<file path="config.mk">
export PLATFORM = sky130hd
export DESIGN_NAME = bsg_front_side_bus_hop_out_no_fc
export DESIGN_NICKNAME = d
export VERILOG_FILES = /design/src/rtl/bsg_front_side_bus_hop_out_no_fc.sv
export SDC_FILE = /design/constraint.sdc
export NUM_CORES = 1
export LEC_CHECK = 0
export BUFFER_PORTS_ARGS = -buffer_cell sky130_fd_sc_hd__buf_2
export CAP_MARGIN = 20
export CORE_ASPECT_RATIO = 1.5
export CORE_UTILIZATION = 47
export DETAILED_ROUTE_END_ITERATION = 16
export GPL_TIMING_DRIVEN = 0
export HOLD_SLACK_MARGIN = 0.1
export PLACE_DENSITY_LB_ADDON = 0.05
export SYNTH_ARGS = -nofsm -noshare
export SYNTH_HDL_FRONTEND = slang
export SYNTH_SLANG_ARGS = --single-unit
</file>
<file path="constraint.sdc">
create_clock -name clk_i -period 1.4 [get_ports clk_i]
set_input_delay 0.07 -clock clk_i [delete_from_list [all_inputs] [get_ports clk_i]]
set_output_delay 0.07 -clock clk_i [all_outputs]
set_load 0.005 [all_outputs]
</file>
<file path="src/rtl/bsg_front_side_bus_hop_out_no_fc.sv">
`default_nettype none
// ============================================================================
// Module   : bsg_front_side_bus_hop_out_no_fc
// Brief    : Bus hop output stage; merges pass-through traffic with a local
//            injection FIFO and registers the result toward the next hop.
// Revision : 1.0
// ============================================================================
module bsg_front_side_bus_hop_out_no_fc #(
    parameter int width_p            = 8,   // set by the instantiating hop
    parameter int els_p              = 2,
    parameter int starve_threshold_p = 16
) (
    input  logic               clk_i,
    input  logic               reset_i,
    input  logic [width_p-1:0] bus_data_i,
    input  logic               bus_v_i,
    input  logic [width_p-1:0] local_data_i,
    input  logic               local_v_i,
    output logic               local_ready_o,
    output logic [width_p-1:0] data_o,
    output logic               v_o,
    output logic               starve_o
);

    localparam int PTR_W = (els_p > 1) ? $clog2(els_p) : 1;
    localparam int CNT_W = $clog2(els_p + 1);
    localparam int ST_W  = $clog2(starve_threshold_p + 1);

    localparam logic [PTR_W-1:0] c_PTR_LAST = PTR_W'(els_p - 1);
    localparam logic [CNT_W-1:0] c_CNT_FULL = CNT_W'(els_p);
    localparam logic [ST_W-1:0]  c_ST_MAX   = ST_W'(starve_threshold_p);

    logic [width_p-1:0] mem_q [els_p];
    logic [PTR_W-1:0]   rd_ptr_q, rd_ptr_d;
    logic [PTR_W-1:0]   wr_ptr_q, wr_ptr_d;
    logic [CNT_W-1:0]   count_q, count_d;
    logic [ST_W-1:0]    starve_cnt_q, starve_cnt_d;
    logic               v_q, v_d;
    logic [width_p-1:0] data_q, data_d;

    logic w_nonempty;
    logic w_enq;
    logic w_deq;

    assign w_nonempty    = (count_q != '0);
    assign local_ready_o = (count_q < c_CNT_FULL);
    assign w_enq         = local_v_i & local_ready_o;
    // The bus has no backpressure, so the FIFO head only moves in idle slots.
    assign w_deq         = ~bus_v_i & w_nonempty;

    always_comb begin
        v_d          = 1'b0;
        data_d       = data_q;
        rd_ptr_d     = rd_ptr_q;
        wr_ptr_d     = wr_ptr_q;
        count_d      = count_q;
        starve_cnt_d = starve_cnt_q;

        if (bus_v_i) begin
            v_d    = 1'b1;
            data_d = bus_data_i;
        end else if (w_nonempty) begin
            v_d    = 1'b1;
            data_d = mem_q[rd_ptr_q];
        end

        if (w_deq) begin
            rd_ptr_d = (rd_ptr_q == c_PTR_LAST) ? '0 : rd_ptr_q + 1'b1;
        end
        if (w_enq) begin
            wr_ptr_d = (wr_ptr_q == c_PTR_LAST) ? '0 : wr_ptr_q + 1'b1;
        end

        case ({w_enq, w_deq})
            2'b10:   count_d = count_q + 1'b1;
            2'b01:   count_d = count_q - 1'b1;
            default: count_d = count_q;
        endcase

        if (!w_nonempty || w_deq) begin
            starve_cnt_d = '0;
        end else if (starve_cnt_q != c_ST_MAX) begin
            starve_cnt_d = starve_cnt_q + 1'b1;
        end
    end

    always_ff @(posedge clk_i) begin
        if (reset_i) begin
            v_q          <= 1'b0;
            rd_ptr_q     <= '0;
            wr_ptr_q     <= '0;
            count_q      <= '0;
            starve_cnt_q <= '0;
        end else begin
            v_q          <= v_d;
            rd_ptr_q     <= rd_ptr_d;
            wr_ptr_q     <= wr_ptr_d;
            count_q      <= count_d;
            starve_cnt_q <= starve_cnt_d;
        end
    end

    // Payload storage carries no reset; validity is tracked by v_q and count_q.
    always_ff @(posedge clk_i) begin
        data_q <= data_d;
        if (w_enq) begin
            mem_q[wr_ptr_q] <= local_data_i;
        end
    end

    assign v_o      = v_q;
    assign data_o   = data_q;
    assign starve_o = (starve_cnt_q == c_ST_MAX);

endmodule
`default_nettype wire

</file>
==> key figures, run 1 <==
Run status
  – Status: completed

Placed design
  – GPL Wtd Cong: approximately 0.67
  – PortBufs: 30
  – HPWL Detailed: 1670 um
  – Dpl cells: between 150 and 200

Global routing
  – Largest net degree at the start of global routing: 13
  – GRT Util Overall: 18.7%
  – GR Overflow Total: 0
  – First-pass GRT wire length: 3930 um
  – Vias in the first global route: 922
  – Initial antenna violation count: 0

Critical path
  – CP arrival: approximately 1.3 ns
  – CP max stage delay: 0.34 ns
  – Crit path cell chain: inv_1 > ha_1 > and4bb_2 > buf_2
  – R2R Path Start: count_q[0]$_SDFFE_PP0P_
  – CP top delay family: flip-flops
  – CP max stage cell: dfxtp_2
  – Worst path buffer plus inverter count: 2
  – Crit Path Category: reg2out
  – Largest fanout on the critical path: 4
  – R2R Setup Slk: 0.06 ns
  – Startpoint types: flip-flop
  – Reg2Reg Depth: 6
  – Critical Path Sink Type: output pin
  – Crit path required time: between 1 and 1.5 ns
  – R2r endpoint: count_q[1]$_SDFFE_PP0P_

Floorplan
  – Row count: 23
  – Die Height: about 68 um
  – IO Count: 31
  – Die footprint: about 3200 um2
  – Die width: approximately 46 um
  – Core footprint: roughly 2700 um2
  – Initial core utilization: 50.3%

Synth
  – Post-Syn Nets: between 100 and 150
  – Ys Warns: 0
  – Register area share after synthesis: 68.4%
  – Post-Synthesis Cells: 102
  – Flops & latches, synth: 35
  – Netlist cell types: 21
  – Mapped Area: approximately 1400 um2
  – Avg Inst Size Synth: 13.5 um2

Timing
  – Setup TNS: 0 ns
  – WHS: 0.170 ns
  – Tmin final: approximately 1.3 ns
  – Measured slew at the worst slew-check pin: 0.445 ns
  – Max transition margin: 70.4%
  – RSZ-0062 raised after global routing: true
  – Period utilization: a little over nine tenths
  – Max Freq: ~750 MHz
  – Final hold violation count: 0
  – Pins over their slew limit: 0
  – Setup violators final: 0
  – Skew final: around 0.004 ns

Clock tree
  – CTS Buffer Depth: 2
  – Worst-Skew Late Latency: ~0.28 ns
  – Clock-pin slew on the worst setup and hold paths: about 0.07 ns
  – H-tree Lvls: 2
  – CTS root buf: clkbuf_8
  – CTS tree: built
  – Clock sink total: 35
  – TritonCTS buffer count: 5

Detailed routing
  – DR pass1 iterations: 4
  – WL final: between 2000 and 2500 um
  – Initial DRC Count: 27
  – Via density: slightly below 5
  – Antenna-violating nets left: 0
  – Vias: roughly 950
  – # DRC: 0
  – Routed WL per cell: 12.5 um

Layout
  – Cell Count, Final, Fillers Out: 196
  – Most frequent cells in the layout: buf_2 (32), edfxtp_1 (24), dlygate4sd3_1 (17)
  – Final nets: 181
  – Final core occ: between 70% and 80%
  – Most common cell after layout, fill and taps aside: buf_2
  – P&R area growth vs syn: 39.9%
  – Number of diodes: 0
  – Share of cells above drive strength 1: between 30% and 40%

Pwr
  – Worst VDD drop: 1.14 mV
  – Leak Pwr: between 0.7 and 0.8 nW
  – Power Density: around 1600 nW/um2

Worst hold path
  – Worst hold path type: in2reg
  – Hold Crit Depth: 4
  – Hold Startpoint: local_v_i
  – End of the worst hold path: wr_ptr_q$_SDFFE_PP0P_

Run
  – Max_cap viols: 0
## timing repair
item                                    CTS  global route
setup buffers                             1             2
pin swaps                                 1             1
hold endpoints to repair                 30             0
gates resized for setup                   8             2
endpoints found under the setup margin   10            10
hold buffers                             17             0
## layout make-up
| type | instances | area [um2] |
|---|---|---|
| flip-flops and latches | 35 | 946 |
| fillers | 203 | 808 |
| multi-input cells | 60 | 433 |
| repair buffers | 50 | 343 |
| clock buffers | 6 | 93.8 |
| well taps | 37 | 46.3 |
| clock inverters | 2 | 37.5 |
| plain buffers | 3 | 15.0 |
| inverters | 3 | 11.3 |
## layer usage
metal / share of wire, % / global-route usage, %
met1: 36 / 17.4
met5: 0 / 0
met4: 2.9 / 10.7
met2: 57 / 34.3
met3: 3.4 / 5.54
## logic make-up after synthesis
family	Yosys count	synth area share, %
muxes	9	6.55
DFF	35	68.4
and+or+nand+nor	28	11.0
AOI/OAI and AO/OA	13	4.73
buffers and inverters	7	2.18
xor gates and xnor gates	7	4.45
adders and majority gates	3	2.73
## per-stage QoR
stage                     power [mW]  instance area [um2]  worst slack (ns)
after floorplan                 1.85                 1380            0.0311
after global placement          2.03                 1570            -0.313
after detailed placement        2.06                 1570            -0.347
after CTS                       3.18                 1910           0.00101
after global routing            3.36                 1930           -0.0265
final                           3.17                 1930            0.0619
## power by group
group	leakage (nW)	total, mW	internal [mW]	switching [mW]
registers	0.323	1.48	1.38	0.0925
clock network	0.0626	1.00	0.638	0.362
logic	0.365	0.697	0.345	0.352
## worst register-to-register path: cells and delay by family, from the launching register on
kind	cells	cell delay, ns
flops	1	0.35
simple gates	3	0.51
xor+xnor	1	0.12
compound gates	1	0.12
fa+ha+maj	1	0.16
## state kept, by name, summed over array words and instances, names as in the netlist, named ones only
name and flops:
mem_q 16, count_q 2, data_o 8, rd_ptr_q 1, starve_cnt_q 5, wr_ptr_q 1, v_o 1
## cells in the mapped netlist
cell | instances | area share, %
nor3_2 | 2 | 1.5
xnor2_1 | 3 | 1.9
inv_1 | 3 | 0.82
nand2b_1 | 1 | 0.45
nor2b_1 | 1 | 0.45
a21oi_1 | 3 | 1.1
nand2_1 | 8 | 2.2
edfxtp_1 | 24 | 52
and4bb_2 | 1 | 0.91
clkbuf_1 | 1 | 0.27
o21ai_0 | 10 | 3.6
xor2_1 | 4 | 2.5
ha_1 | 3 | 2.7
mux2i_1 | 9 | 6.5
and3_1 | 1 | 0.45
or3b_4 | 1 | 0.82
dfxtp_1 | 11 | 16
buf_2 | 3 | 1.1
nor2_1 | 8 | 2.2
nand3_1 | 2 | 0.73
or3_1 | 3 | 1.4
## how the worst max path moves through the flow
stage	start	slack, ns	end	cells past startpoint
finish	starve_cnt_q[0]$_SDFFE_PP0N_	0.06	starve_o	4
global route	count_q[0]$_SDFFE_PP0P_	-0.03	count_q[1]$_SDFFE_PP0P_	6
CTS	count_q[1]$_SDFFE_PP0P_	0.001	mem_q[0][7]$_DFFE_PP_	2
detailed placement	bus_v_i	-0.35	count_q[1]$_SDFFE_PP0P_	7
global placement	bus_v_i	-0.31	count_q[1]$_SDFFE_PP0P_	7
floorplan	bus_v_i	0.03	count_q[1]$_SDFFE_PP0P_	6
(Power assumes the default switching activity.)
==> inputs of run 2 (changes only) <==
Settings changed: CORE_MARGIN set to 4.
==> run 2 against run 1 <==
Combinational power grew 20%. Die area is 23% higher. First-iteration DRC count is 63% lower. Clock power is 21% lower. Critical path type is now reg2reg. Largest cell class unchanged.
==> key figures, run 2 (synthesis gave the netlist of run 1 again) <==
Run status
  – Status: completed

Critical path
  – CP max stage cell: dfxtp_4
  – Reg2Reg Depth: 6
  – CP arrival: 1.60 ns
  – Crit path cell chain: nor2_4 > nor2_2 > ha_4 > xnor2_2 > or3_1 > a21oi_2
  – Largest fanout on the critical path: 5
  – Crit. path cell count: 6
  – Crit path required time: approximately 1.6 ns
  – Startpoint types: flip-flop
  – Crit Path Category: reg2reg
  – CP top delay family: simple AND/OR/NAND/NOR gates
  – CP max stage delay: roughly 0.37 ns
  – Critical Path Sink Type: flip-flop
  – Worst path buffer plus inverter count: 0

Layout
  – Most frequent cells in the layout: buf_2 (32), edfxtp_1 (24), dlygate4sd3_1 (17)
  – Share of cells above drive strength 1: between 40% and 50%
  – P&R area growth vs syn: 42.9%
  – Largest register FFs: 16
  – Number of diodes: 0
  – Final nets: approximately 190
  – Most common cell after layout, fill and taps aside: buf_2
  – Post-layout instance area: just under 2000 um2
  – Top reg by flops: mem_q

Timing
  – RSZ-0062 raised after global routing: true
  – Setup violators final: 0
  – Measured slew at the worst slew-check pin: approximately 0.41 ns
  – Max transition margin: a little over 70%
  – Pins over their slew limit: 0
  – Setup ws final: about 0.016 ns
  – Skew final: between 0.003 and 0.004 ns
  – Final hold violation count: 0
  – Period utilization: 98.9%
  – Tmin final: around 1.4 ns
  – Max Freq: 722 MHz

Floorplan
  – Die width: between 50 and 60 um
  – Initial core utilization: between 50 and 60%
  – Row count: 23
  – Die Height: approximately 74 um
  – Die footprint: around 3900 um2
  – Core footprint: ~2700 um2
  – IO Count: 31

Detailed routing
  – DR pass1 iterations: 4
  – Initial DRC Count: 10
  – Via density: approximately 4.8
  – Antenna-violating nets left: 0
  – Vias: ~960
  – # DRC: 0
  – Routed WL per cell: between 10 and 15 um
  – WL final: about 2600 um

Global routing
  – GRT Util Overall: between 10 and 15%
  – Vias in the first global route: 941
  – Initial antenna violation count: 0
  – First-pass GRT wire length: 4070 um
  – Met1 Use GR: approximately 14%
  – Most Used Layer, Global Route: met2
  – Met3 GRT Util: 4.81%
  – Met2 Resource Use GR: about 27%
  – Largest net degree at the start of global routing: 11
  – GR Overflow Total: 0

Clock tree
  – Clock-pin slew on the worst setup and hold paths: ~0.070 ns
  – Clock sink total: 35
  – Worst-Skew Late Latency: between 0.2 and 0.3 ns
  – CTS tree: built
  – TritonCTS buffer count: 5
  – H-tree Lvls: 2
  – CTS Buffer Depth: 2
  – CTS root buf: clkbuf_8

Placed design
  – Placed cell areas: 1570 um2
  – PortBufs: 30
  – HPWL Detailed: roughly 1700 um
  – Dpl ws: -0.392 ns
  – GPL Wtd Cong: ~0.70

Run
  – Max_cap viols: 0

Pwr
  – Leak Pwr: approximately 0.77 nW
  – Worst VDD drop: between 1 and 1.5 mV
  – Power Density: between 1500 and 2000 nW/um2

Worst hold path
  – Hold Crit Depth: 3
  – Worst hold path type: in2reg
-- run 2: cell count changes in the layout (fill, tap and decap cells not counted), moves of 2 or more --
cell	previous run	this run
dfxtp_4	0	2
buf_4	3	9
dfxtp_2	4	2
clkbuf_8	5	7
-- run 2: repair_timing --
| action | 4_1_cts | 5_1_grt |
|---|---|---|
| pin swaps | 2 | 4 |
| gates cloned | 0 | 0 |
| endpoints found under the hold margin | 30 | 0 |
| gates resized for setup | 7 | 12 |
| hold buffers | 17 | 0 |
| setup buffers | 2 | 7 |
| setup endpoints to repair | 10 | 3 |
-- run 2: per-layer routing --
metal / wire length, um / vias to the layer above
met5: 0 / -
met4: 62 / 0
met3: 175 / 7
met2: 1410 / 32
met1: 953 / 440
li1: - / 482
-- run 2: final cells by class --
| type | instances | area (um2) |
|---|---|---|
| Buffer | 3 | 15.0 |
| Clock buffer | 8 | 100 |
| Sequential cell | 35 | 951 |
| Tap cell | 37 | 46.3 |
| Timing Repair Buffer | 56 | 388 |
| Fill cell | 201 | 767 |
| Multi-Input combinational cell | 60 | 455 |
| Inverter | 3 | 11.3 |
-- run 2: path summary, 6_finish.rpt --
check,startpoint,end,slack [ns]
worst min-delay path,bus_v_i,starve_cnt_q[0]$_SDFFE_PP0N_,0.26
worst min register to register,rd_ptr_q$_SDFFE_PP0P_,flip-flop,0.52
worst max-delay path,count_q[1]$_SDFFE_PP0P_,count_q[1]$_SDFFE_PP0P_,0.02
worst max register to register,count_q[1]$_SDFFE_PP0P_,count_q[1]$_SDFFE_PP0P_,0.02
-- run 2: through the flow --
| step | util, % | cells | setup TNS (ns) | hold WS [ns] | power, mW |
|---|---|---|---|---|---|
| finish | 71.9 | 202 | 0 | 0.255 | 3.12 |
| floorplan | - | 102 | 0 | 0.139 | 1.85 |
| CTS | 68.4 | 195 | -0.0343 | 0.151 | 2.97 |
| detailed placement | 57.5 | 169 | -0.887 | 0.265 | 2.07 |
| global placement | 57.5 | 169 | -0.681 | 0.259 | 2.04 |
| global route | 71.9 | 202 | -0.0510 | 0.270 | 3.28 |
-- run 2: tightest hold or removal path: stages --
cell and delay, ns:
buf_2 0.11, or3b_4 0.27, nor2_1 0.06
-- run 2: power by group --
| group | internal (mW) | total, mW | switching (mW) |
|---|---|---|---|
| Sequential | 1.39 | 1.49 | 0.101 |
| Clock | 0.449 | 0.789 | 0.341 |
| Combinational | 0.450 | 0.838 | 0.388 |
